## src/rtl/adma_as_pkg.sv

```systemverilog
// Shared constants, payload structs and the 4 KB crossing helper for the transfer fork.
// The crossing helper is only consumed when ADMA_AS_ATX_FORK_4KB_CHK_EN is defined.
package adma_as_pkg;

  localparam int unsigned ATX_BEAT_BYTES = 8;

  localparam logic [1:0] BURST_FIXED = 2'b00;
  localparam logic [1:0] BURST_INCR  = 2'b01;

  localparam int PKG_DMA_CHN_NUM = 4;
  localparam int PKG_CHN_W       = $clog2(PKG_DMA_CHN_NUM);
  localparam int PKG_MST_ID_W    = 5;
  localparam int PKG_SRC_ADDR_W  = 32;
  localparam int PKG_DST_ADDR_W  = 32;
  localparam int PKG_ATX_LEN_W   = 8;

  typedef struct packed {
    logic [PKG_MST_ID_W-1:0]   id;
    logic [PKG_SRC_ADDR_W-1:0] addr;
    logic [PKG_ATX_LEN_W-1:0]  len;
    logic [1:0]                burst;
  } atx_ar_t;

  typedef struct packed {
    logic [PKG_MST_ID_W-1:0]   id;
    logic [PKG_DST_ADDR_W-1:0] addr;
    logic [PKG_ATX_LEN_W-1:0]  len;
    logic [1:0]                burst;
  } atx_aw_t;

  typedef struct packed {
    logic [PKG_CHN_W-1:0]     chn_id;
    logic [PKG_ATX_LEN_W-1:0] len;
  } ord_ent_t;

  // True when an INCR burst starting at addr_lo runs past the end of its 4 KB page.
  function automatic logic crosses_4kb(input logic [11:0] addr_lo, input logic [15:0] len,
                                       input logic [1:0] burst);
    int unsigned end_off;
    end_off = 32'(addr_lo) + (32'(len) + 32'd1) * ATX_BEAT_BYTES;
    return (burst == BURST_INCR) && (end_off > 32'd4096);
  endfunction

endpackage

```

## src/rtl/adma_as_atx_fork_if.sv

```systemverilog
// Bundle of the arbiter-side transfer port, the AXI AR/AW master ports and the W-order port.
// master = the fork itself, slave = its surroundings.
interface adma_as_atx_fork_if
  import adma_as_pkg::*;
#(
  parameter int DMA_CHN_NUM  = PKG_DMA_CHN_NUM,
  parameter int SRC_ADDR_W   = PKG_SRC_ADDR_W,
  parameter int DST_ADDR_W   = PKG_DST_ADDR_W,
  parameter int MST_ID_W     = PKG_MST_ID_W,
  parameter int ATX_LEN_W    = PKG_ATX_LEN_W,
  parameter int MAX_OUTST_RD = 8
);
  localparam int DMA_CHN_NUM_W = $clog2(DMA_CHN_NUM);
  localparam int OUTST_W       = $clog2(MAX_OUTST_RD + 1);

  logic [DMA_CHN_NUM_W-1:0] fwd_atx_chn_id;
  logic [MST_ID_W-1:0]      fwd_arid;
  logic [SRC_ADDR_W-1:0]    fwd_araddr;
  logic [ATX_LEN_W-1:0]     fwd_arlen;
  logic [1:0]               fwd_arburst;
  logic [MST_ID_W-1:0]      fwd_awid;
  logic [DST_ADDR_W-1:0]    fwd_awaddr;
  logic [ATX_LEN_W-1:0]     fwd_awlen;
  logic [1:0]               fwd_awburst;
  logic                     fwd_atx_vld;
  logic                     fwd_atx_rdy;

  logic [MST_ID_W-1:0]      m_arid;
  logic [SRC_ADDR_W-1:0]    m_araddr;
  logic [ATX_LEN_W-1:0]     m_arlen;
  logic [1:0]               m_arburst;
  logic                     m_arvalid;
  logic                     m_arready;

  logic [MST_ID_W-1:0]      m_awid;
  logic [DST_ADDR_W-1:0]    m_awaddr;
  logic [ATX_LEN_W-1:0]     m_awlen;
  logic [1:0]               m_awburst;
  logic                     m_awvalid;
  logic                     m_awready;

  logic [DMA_CHN_NUM_W-1:0] wr_ord_chn_id;
  logic [ATX_LEN_W-1:0]     wr_ord_len;
  logic                     wr_ord_vld;
  logic                     wr_ord_rdy;

  logic                     rd_done;
  logic [OUTST_W-1:0]       outst_rd;

  modport master (
    input  fwd_atx_chn_id, fwd_arid, fwd_araddr, fwd_arlen, fwd_arburst,
    input  fwd_awid, fwd_awaddr, fwd_awlen, fwd_awburst, fwd_atx_vld,
    output fwd_atx_rdy,
    output m_arid, m_araddr, m_arlen, m_arburst, m_arvalid,
    input  m_arready,
    output m_awid, m_awaddr, m_awlen, m_awburst, m_awvalid,
    input  m_awready,
    output wr_ord_chn_id, wr_ord_len, wr_ord_vld,
    input  wr_ord_rdy,
    input  rd_done,
    output outst_rd
  );

  modport slave (
    output fwd_atx_chn_id, fwd_arid, fwd_araddr, fwd_arlen, fwd_arburst,
    output fwd_awid, fwd_awaddr, fwd_awlen, fwd_awburst, fwd_atx_vld,
    input  fwd_atx_rdy,
    input  m_arid, m_araddr, m_arlen, m_arburst, m_arvalid,
    output m_arready,
    input  m_awid, m_awaddr, m_awlen, m_awburst, m_awvalid,
    output m_awready,
    input  wr_ord_chn_id, wr_ord_len, wr_ord_vld,
    output wr_ord_rdy,
    output rd_done,
    input  outst_rd
  );

endinterface

```

## src/rtl/adma_as_atx_fifo.sv

```systemverilog
// Synchronous FIFO with a registered head: an entry pushed into an empty queue is visible
// at the head one cycle later. DEPTH must be a power of two so the pointers wrap naturally.
module adma_as_atx_fifo #(
  parameter int DATA_W = 8,
  parameter int DEPTH  = 4
) (
  input  logic              clk,
  input  logic              rst,
  input  logic              push,
  input  logic [DATA_W-1:0] push_data,
  input  logic              pop,
  output logic [DATA_W-1:0] head,
  output logic              nonempty,
  output logic              full
);
  localparam int PTR_W = $clog2(DEPTH);
  localparam int CNT_W = PTR_W + 1;

  logic [DATA_W-1:0] mem [DEPTH];
  logic [PTR_W-1:0]  wr_ptr_reg;
  logic [PTR_W-1:0]  rd_ptr_reg;
  logic [PTR_W-1:0]  rd_ptr_next;
  logic [CNT_W-1:0]  cnt_reg;
  logic [CNT_W-1:0]  cnt_next;
  logic [DATA_W-1:0] head_reg;
  logic              push_ok;
  logic              pop_ok;
  logic              left_empty;

  assign nonempty    = (cnt_reg != '0);
  assign full        = (cnt_reg == CNT_W'(DEPTH));
  assign push_ok     = push & ~full;
  assign pop_ok      = pop & nonempty;
  assign rd_ptr_next = rd_ptr_reg + PTR_W'(pop_ok);
  assign cnt_next    = cnt_reg + CNT_W'(push_ok) - CNT_W'(pop_ok);
  assign left_empty  = ((cnt_reg - CNT_W'(pop_ok)) == '0);
  assign head        = head_reg;

  always_ff @(posedge clk) begin
    if (push_ok) begin
      mem[wr_ptr_reg] <= push_data;
    end
  end

  // Head follows the next read pointer; a push into a drained queue bypasses storage.
  always_ff @(posedge clk) begin
    if (rst) begin
      wr_ptr_reg <= '0;
      rd_ptr_reg <= '0;
      cnt_reg    <= '0;
      head_reg   <= '0;
    end else begin
      wr_ptr_reg <= wr_ptr_reg + PTR_W'(push_ok);
      rd_ptr_reg <= rd_ptr_next;
      cnt_reg    <= cnt_next;
      if (left_empty) begin
        if (push_ok) begin
          head_reg <= push_data;
        end
      end else begin
        head_reg <= mem[rd_ptr_next];
      end
    end
  end

endmodule

```

## src/rtl/adma_as_atx_fork.sv

```systemverilog
// Forks each arbitrated transfer into AR, AW and W-order queues and gates AR issue by an
// outstanding-read limit. Optional 4 KB crossing flag under ADMA_AS_ATX_FORK_4KB_CHK_EN.
module adma_as_atx_fork
  import adma_as_pkg::*;
#(
  parameter int DMA_CHN_NUM  = PKG_DMA_CHN_NUM,
  parameter int SRC_ADDR_W   = PKG_SRC_ADDR_W,
  parameter int DST_ADDR_W   = PKG_DST_ADDR_W,
  parameter int MST_ID_W     = PKG_MST_ID_W,
  parameter int ATX_LEN_W    = PKG_ATX_LEN_W,
  parameter int Q_DEPTH      = 4,
  parameter int MAX_OUTST_RD = 8
) (
  input logic                clk,
  input logic                rst,
  adma_as_atx_fork_if.master bus
`ifdef ADMA_AS_ATX_FORK_4KB_CHK_EN
  ,
  output logic               bnd_err
`endif
);
  localparam int DMA_CHN_NUM_W = $clog2(DMA_CHN_NUM);
  localparam int OUTST_W       = $clog2(MAX_OUTST_RD + 1);
  localparam int AR_W          = MST_ID_W + SRC_ADDR_W + ATX_LEN_W + 2;
  localparam int AW_W          = MST_ID_W + DST_ADDR_W + ATX_LEN_W + 2;
  localparam int ORD_W         = DMA_CHN_NUM_W + ATX_LEN_W;

  logic [AR_W-1:0]    ar_head;
  logic [AW_W-1:0]    aw_head;
  logic [ORD_W-1:0]   ord_head;
  logic               ar_nonempty, ar_full;
  logic               aw_nonempty, aw_full;
  logic               ord_nonempty, ord_full;
  logic               accept;
  logic               ar_hs;
  logic               aw_hs;
  logic               ord_hs;
  logic               rd_dec;
  logic [OUTST_W-1:0] outst_reg;

  assign bus.fwd_atx_rdy = ~ar_full & ~aw_full & ~ord_full;
  assign accept          = bus.fwd_atx_vld & bus.fwd_atx_rdy;

  assign ar_hs  = bus.m_arvalid & bus.m_arready;
  assign aw_hs  = bus.m_awvalid & bus.m_awready;
  assign ord_hs = bus.wr_ord_vld & bus.wr_ord_rdy;

  adma_as_atx_fifo #(.DATA_W(AR_W), .DEPTH(Q_DEPTH)) u_ar_q (
    .clk(clk), .rst(rst), .push(accept),
    .push_data({bus.fwd_arid, bus.fwd_araddr, bus.fwd_arlen, bus.fwd_arburst}),
    .pop(ar_hs), .head(ar_head), .nonempty(ar_nonempty), .full(ar_full)
  );

  adma_as_atx_fifo #(.DATA_W(AW_W), .DEPTH(Q_DEPTH)) u_aw_q (
    .clk(clk), .rst(rst), .push(accept),
    .push_data({bus.fwd_awid, bus.fwd_awaddr, bus.fwd_awlen, bus.fwd_awburst}),
    .pop(aw_hs), .head(aw_head), .nonempty(aw_nonempty), .full(aw_full)
  );

  adma_as_atx_fifo #(.DATA_W(ORD_W), .DEPTH(Q_DEPTH)) u_ord_q (
    .clk(clk), .rst(rst), .push(accept),
    .push_data({bus.fwd_atx_chn_id, bus.fwd_awlen}),
    .pop(ord_hs), .head(ord_head), .nonempty(ord_nonempty), .full(ord_full)
  );

  // outst_reg only rises on an AR handshake, so a held m_arvalid can never be withdrawn.
  assign bus.m_arvalid = ar_nonempty & (outst_reg < OUTST_W'(MAX_OUTST_RD));
  assign {bus.m_arid, bus.m_araddr, bus.m_arlen, bus.m_arburst} = ar_head;

  assign bus.m_awvalid = aw_nonempty;
  assign {bus.m_awid, bus.m_awaddr, bus.m_awlen, bus.m_awburst} = aw_head;

  assign bus.wr_ord_vld = ord_nonempty;
  assign {bus.wr_ord_chn_id, bus.wr_ord_len} = ord_head;

  assign rd_dec       = bus.rd_done & (outst_reg != '0);
  assign bus.outst_rd = outst_reg;

  always_ff @(posedge clk) begin
    if (rst) begin
      outst_reg <= '0;
    end else begin
      outst_reg <= outst_reg + OUTST_W'(ar_hs) - OUTST_W'(rd_dec);
    end
  end

`ifdef ADMA_AS_ATX_FORK_4KB_CHK_EN
  logic bnd_err_reg;

  always_ff @(posedge clk) begin
    if (rst) begin
      bnd_err_reg <= 1'b0;
    end else if (accept &&
                 (crosses_4kb(bus.fwd_araddr[11:0], 16'(bus.fwd_arlen), bus.fwd_arburst) ||
                  crosses_4kb(bus.fwd_awaddr[11:0], 16'(bus.fwd_awlen), bus.fwd_awburst))) begin
      bnd_err_reg <= 1'b1;
    end
  end

  assign bnd_err = bnd_err_reg;
`endif

endmodule

```

## src/flat_wrapper.sv

```systemverilog
// flat-port wrapper written by rule: the top's interface ports become plain ports
module adma_as_atx_fork_flat import adma_as_pkg::*;
#(
  parameter int DMA_CHN_NUM  = PKG_DMA_CHN_NUM,
  parameter int SRC_ADDR_W   = PKG_SRC_ADDR_W,
  parameter int DST_ADDR_W   = PKG_DST_ADDR_W,
  parameter int MST_ID_W     = PKG_MST_ID_W,
  parameter int ATX_LEN_W    = PKG_ATX_LEN_W,
  parameter int Q_DEPTH      = 4,
  parameter int MAX_OUTST_RD = 8
)
  (clk, rst, bus_fwd_atx_chn_id, bus_fwd_arid, bus_fwd_araddr, bus_fwd_arlen, bus_fwd_arburst, bus_fwd_awid, bus_fwd_awaddr, bus_fwd_awlen, bus_fwd_awburst, bus_fwd_atx_vld, bus_fwd_atx_rdy, bus_m_arid, bus_m_araddr, bus_m_arlen, bus_m_arburst, bus_m_arvalid, bus_m_arready, bus_m_awid, bus_m_awaddr, bus_m_awlen, bus_m_awburst, bus_m_awvalid, bus_m_awready, bus_wr_ord_chn_id, bus_wr_ord_len, bus_wr_ord_vld, bus_wr_ord_rdy, bus_rd_done, bus_outst_rd);
  adma_as_atx_fork_if #(.DMA_CHN_NUM(DMA_CHN_NUM), .SRC_ADDR_W(SRC_ADDR_W), .DST_ADDR_W(DST_ADDR_W), .MST_ID_W(MST_ID_W), .ATX_LEN_W(ATX_LEN_W), .MAX_OUTST_RD(MAX_OUTST_RD)) bus_i ();
  input logic clk;
  input logic rst;
  input wire logic [$bits(bus_i.fwd_atx_chn_id)-1:0] bus_fwd_atx_chn_id;
  input wire logic [$bits(bus_i.fwd_arid)-1:0] bus_fwd_arid;
  input wire logic [$bits(bus_i.fwd_araddr)-1:0] bus_fwd_araddr;
  input wire logic [$bits(bus_i.fwd_arlen)-1:0] bus_fwd_arlen;
  input wire logic [$bits(bus_i.fwd_arburst)-1:0] bus_fwd_arburst;
  input wire logic [$bits(bus_i.fwd_awid)-1:0] bus_fwd_awid;
  input wire logic [$bits(bus_i.fwd_awaddr)-1:0] bus_fwd_awaddr;
  input wire logic [$bits(bus_i.fwd_awlen)-1:0] bus_fwd_awlen;
  input wire logic [$bits(bus_i.fwd_awburst)-1:0] bus_fwd_awburst;
  input wire logic [$bits(bus_i.fwd_atx_vld)-1:0] bus_fwd_atx_vld;
  output wire logic [$bits(bus_i.fwd_atx_rdy)-1:0] bus_fwd_atx_rdy;
  output wire logic [$bits(bus_i.m_arid)-1:0] bus_m_arid;
  output wire logic [$bits(bus_i.m_araddr)-1:0] bus_m_araddr;
  output wire logic [$bits(bus_i.m_arlen)-1:0] bus_m_arlen;
  output wire logic [$bits(bus_i.m_arburst)-1:0] bus_m_arburst;
  output wire logic [$bits(bus_i.m_arvalid)-1:0] bus_m_arvalid;
  input wire logic [$bits(bus_i.m_arready)-1:0] bus_m_arready;
  output wire logic [$bits(bus_i.m_awid)-1:0] bus_m_awid;
  output wire logic [$bits(bus_i.m_awaddr)-1:0] bus_m_awaddr;
  output wire logic [$bits(bus_i.m_awlen)-1:0] bus_m_awlen;
  output wire logic [$bits(bus_i.m_awburst)-1:0] bus_m_awburst;
  output wire logic [$bits(bus_i.m_awvalid)-1:0] bus_m_awvalid;
  input wire logic [$bits(bus_i.m_awready)-1:0] bus_m_awready;
  output wire logic [$bits(bus_i.wr_ord_chn_id)-1:0] bus_wr_ord_chn_id;
  output wire logic [$bits(bus_i.wr_ord_len)-1:0] bus_wr_ord_len;
  output wire logic [$bits(bus_i.wr_ord_vld)-1:0] bus_wr_ord_vld;
  input wire logic [$bits(bus_i.wr_ord_rdy)-1:0] bus_wr_ord_rdy;
  input wire logic [$bits(bus_i.rd_done)-1:0] bus_rd_done;
  output wire logic [$bits(bus_i.outst_rd)-1:0] bus_outst_rd;
  assign bus_i.fwd_atx_chn_id = bus_fwd_atx_chn_id;
  assign bus_i.fwd_arid = bus_fwd_arid;
  assign bus_i.fwd_araddr = bus_fwd_araddr;
  assign bus_i.fwd_arlen = bus_fwd_arlen;
  assign bus_i.fwd_arburst = bus_fwd_arburst;
  assign bus_i.fwd_awid = bus_fwd_awid;
  assign bus_i.fwd_awaddr = bus_fwd_awaddr;
  assign bus_i.fwd_awlen = bus_fwd_awlen;
  assign bus_i.fwd_awburst = bus_fwd_awburst;
  assign bus_i.fwd_atx_vld = bus_fwd_atx_vld;
  assign bus_fwd_atx_rdy = bus_i.fwd_atx_rdy;
  assign bus_m_arid = bus_i.m_arid;
  assign bus_m_araddr = bus_i.m_araddr;
  assign bus_m_arlen = bus_i.m_arlen;
  assign bus_m_arburst = bus_i.m_arburst;
  assign bus_m_arvalid = bus_i.m_arvalid;
  assign bus_i.m_arready = bus_m_arready;
  assign bus_m_awid = bus_i.m_awid;
  assign bus_m_awaddr = bus_i.m_awaddr;
  assign bus_m_awlen = bus_i.m_awlen;
  assign bus_m_awburst = bus_i.m_awburst;
  assign bus_m_awvalid = bus_i.m_awvalid;
  assign bus_i.m_awready = bus_m_awready;
  assign bus_wr_ord_chn_id = bus_i.wr_ord_chn_id;
  assign bus_wr_ord_len = bus_i.wr_ord_len;
  assign bus_wr_ord_vld = bus_i.wr_ord_vld;
  assign bus_i.wr_ord_rdy = bus_wr_ord_rdy;
  assign bus_i.rd_done = bus_rd_done;
  assign bus_outst_rd = bus_i.outst_rd;
  adma_as_atx_fork #(.DMA_CHN_NUM(DMA_CHN_NUM), .SRC_ADDR_W(SRC_ADDR_W), .DST_ADDR_W(DST_ADDR_W), .MST_ID_W(MST_ID_W), .ATX_LEN_W(ATX_LEN_W), .Q_DEPTH(Q_DEPTH), .MAX_OUTST_RD(MAX_OUTST_RD)) u_core (.clk(clk), .rst(rst), .bus(bus_i));
endmodule
```

## config.mk

```make
export PLATFORM = sky130hd
export DESIGN_NAME = adma_as_atx_fork_flat
export DESIGN_NICKNAME = d
export VERILOG_FILES = /design/src/rtl/adma_as_pkg.sv /design/src/rtl/adma_as_atx_fork_if.sv /design/src/rtl/adma_as_atx_fifo.sv /design/src/rtl/adma_as_atx_fork.sv /design/src/flat_wrapper.sv
export SDC_FILE = /design/constraint.sdc
export NUM_CORES = 1
export LEC_CHECK = 0
export ABC_AREA = 1
export BUFFER_PORTS_ARGS = -buffer_cell sky130_fd_sc_hd__clkbuf_2
export CELL_PAD_IN_SITES_DETAIL_PLACEMENT = 0
export CELL_PAD_IN_SITES_GLOBAL_PLACEMENT = 1
export CORE_MARGIN = 5
export CORE_UTILIZATION = 45
export DETAILED_ROUTE_END_ITERATION = 10
export PLACE_DENSITY_LB_ADDON = 0.1
export SYNTH_ARGS = -nofsm -noshare
export SYNTH_HDL_FRONTEND = slang
export SYNTH_SLANG_ARGS = --single-unit
```

## constraint.sdc

```tcl
create_clock -name clk -period 5.37 [get_ports clk]
set_clock_uncertainty 0.1 [all_clocks]
set_input_delay 0 -clock clk [delete_from_list [all_inputs] [get_ports clk]]
set_output_delay 0 -clock clk [all_outputs]
set_load 0.01 [all_outputs]
```

==> flow_metrics.py <==
metrics = {
    "outcome": {
        "status": "finished clean",
    },
    "synthesis": {
        "synth_top_area_cell": "edfxtp_1",
        "syn_inst": 2199,
        "synth-seq-cells": 545,
        "syn_area_per_cell_um2": 10.2,
        "synthesis.area_um2": 22400,
        "syn_nets": 2325,
        "yosys-top-cells-count": "748 x nand2_1, 416 x edfxtp_1, 262 x nand3_1",
        "synth_top_area_share_pct": 55.9,
        "synth_cell_types": 27,
        "async_flop_share_pct": 0,
        "synth.most_common_cell": "nand2_1",
        "synth_edf_count": 416,
        "yosys-top-cells-area": "edfxtp_1 56%, nand2_1 13%, dfxtp_1 12%",
        "yosys_warnings": 0,
        "synth_flop_cell": "edfxtp_1",
        "synth-seq-area-share_pct": 67.4,
    },
    "clock_network": {
        "cts_root_buf": "clkbuf_16",
        "cts_tree": "built",
        "clkLatencyLatePin_ps": 600,
        "clk_pin_slew_ps": 60,
        "cts.path.max_buffers": 3,
        "cts_setup_buffers": 0,
        "ctsHtreeMaxLevel": 2,
        "cts_inserted_buffers": 58,
        "cts.sinks": 545,
    },
    "sta": {
        "slew_viol_final": 0,
        "timing.slew.headroom_pct": 21.7,
        "setup_viol": 0,
        "worst_slew_pin_slew_ps": 1170,
        "post-route-period-util_pct": 61.2,
        "hold_ws_ps": 63.5,
        "fin_crit_ps": 3290,
        "rsz0062_at_grt": "false",
        "setup_tns_ps": 0,
        "hold_viol_final": 0,
        "fmax_mhz": 304,
    },
    "placement": {
        "place.gp.congestion": 0.743,
        "io_buffer_count": 214,
        "hpwl_mm": 30.0,
        "dpl-instance-area_um2": 23900,
    },
    "routing": {
        "avgViaCountPerCell": 5.04,
        "first_iter_violations": 971,
        "wl_per_cell_um": 17.9,
        "ant_nets": 0,
        "drc": 0,
        "vias": 16033,
        "wirelength_mm": 57.0,
        "dr.pass1.iters": 5,
    },
    "grt": {
        "antenna_found_initial": 5,
        "grt_pass1_wl_mm": 89.1,
        "grt_overflow": 0,
        "grt_pass1_vias": 15647,
        "grt_max_degree": 95,
        "grt.total_usage_pct": 20.9,
    },
    "worst_setup_path": {
        "max_stage_delay_ps": 800,
        "cp_top_family": "buffers and inverters",
        "worstPathArrival_ps": 3720,
        "worstPathRequired_ps": 5810,
        "cp-end-kind": "flip-flop",
        "crit_buf_inv": 4,
        "path_cells": "nor2_1 -> a21boi_0 -> ha_1 -> inv_1 -> nand2_1 -> nand3_2 -> buf_4 -> inv_1 -> nand2_1 -> inv_2 -> nor2_1 -> nor2_1",
        "critPathMaxFanout": 47,
        "slowest_stage": "inv_2",
        "start_kind": "flip-flop",
        "crit_path_frequent_cell": "nor2_1",
        "criticalPathCategory": "flip-flop to flip-flop",
    },
    "layout": {
        "drive_gt1_share_pct": 13.9,
        "area_growth_pct": 19.6,
        "fillCellCount": 4390,
        "regArea_um2": 15100,
        "multi_input_area_um2": 6340,
        "final_area_um2": 26700,
        "reg.largest.list": "u_core.u_ar_q.mem x188, u_core.u_aw_q.mem x188",
        "nNetsFinal": 2589,
    },
    "die": {
        "initial_core_util_pct": 45.6,
        "die_h_um": 233,
        "die-area_um2": 54300,
        "rows": 81,
        "core_area_um2": 49100,
        "io_pins": 215,
        "fp.dieW_um": 233,
    },
    "flow_run": {
        "maxCapViolCount": 0,
    },
    "power": {
        "leakagePower_nw": 11.0,
        "powerDensity_nw_per_um2": 598,
        "peakVddDrop_mv": 0.478,
    },
    "min_path": {
        "min_path_type": "input port to flip-flop",
    },
}
cells in the final DEF, fill, tap and decap left out, types with 15 or more instances in the layout:
cell type / synthesis / layout
inv_1: 100 / 99
o21ai_0: 94 / 94
ha_1: 19 / 17
edfxtp_1: 416 / 416
clkbuf_2: 0 / 213
clkbuf_1: 53 / 15
buf_4: 8 / 26
a21oi_1: 57 / 57
dlygate4sd3_1: 0 / 98
dfxtp_1: 129 / 129
nand2_1: 748 / 748
clkbuf_16: 0 / 60
o21ai_1: 60 / 60
nor2_1: 138 / 138
nand3_1: 262 / 261
cells by family (layout without fill, tap and decap cells):
kind of cell / after synthesis / in the layout / synth area share, %
other: 0 / 2 / 0
buffers and inverters: 241 / 554 / 4.69
XOR/XNOR: 11 / 11 / 0.431
flip-flops: 545 / 545 / 67.4
AND/OR/NAND/NOR: 1164 / 1164 / 21.2
adder cells (fa/ha/maj): 23 / 23 / 1.42
AO/OA/AOI/OAI: 215 / 215 / 4.86
per-layer routing:
metal	routed length (µm)	track usage [%]	share of wire (%)
met5	38	0	0.067
met2	27000	34.8	47
met4	1270	5.48	2.2
met3	3090	3.71	5.4
met1	25600	28.5	45
through the flow:
step	power, mW	cells	utilization, %	worst slack (ps)
final	16.0	3178	54.5	2080
after global routing	17.3	3178	54.5	1690
after CTS	16.2	3176	54.5	2010
after detailed placement	12.4	2969	48.8	2040
after global placement	12.3	2969	48.8	2040
after floorplan	10.5	2199	-	431
report_power, final:
part	total [mW]	switching [mW]	internal, mW
Sequential	5.84	0.358	5.48
Clock	3.78	1.59	2.19
Combinational	6.38	4.40	1.98
cell type report:
cell class / count / area share [%]
clock buffers: 79 / 6.03
flip-flops and latches: 545 / 56.4
well taps: 664 / 3.11
multi-input cells: 1413 / 23.7
repair buffers: 340 / 8.55
inverters: 105 / 1.47
diodes: 2 / 0.0187
clock inverters: 30 / 0.716
final timing paths:
check                            from                          end  slack, ps  cells past startpoint
max          u_core.u_aw_q.cnt_reg[1]       u_core.u_aw_q.head[20]       2080                     12
min                               rst  u_core.u_aw_q.wr_ptr_reg[0]         60                      3
max reg2reg  u_core.u_aw_q.cnt_reg[1]       u_core.u_aw_q.head[20]       2080                     12
min reg2reg     u_core.u_ar_q.head[9]        u_core.u_ar_q.head[9]        380                      2
timing repair:
| item | in CTS | in global routing |
|---|---|---|
| endpoints found under the hold margin | 522 | 0 |
| resized for setup | 0 | 0 |
| hold buffers | 98 | 0 |
worst register-to-register path, cell delays in order, from the launching register on:
cell	delay [ps]
dfxtp_1	400
nor2_1	100
a21boi_0	400
ha_1	260
inv_1	50
nand2_1	60
nand3_2	70
buf_4	340
inv_1	180
nand2_1	90
inv_2	800
nor2_1	240
nor2_1	140
(Power assumes the default switching activity.)
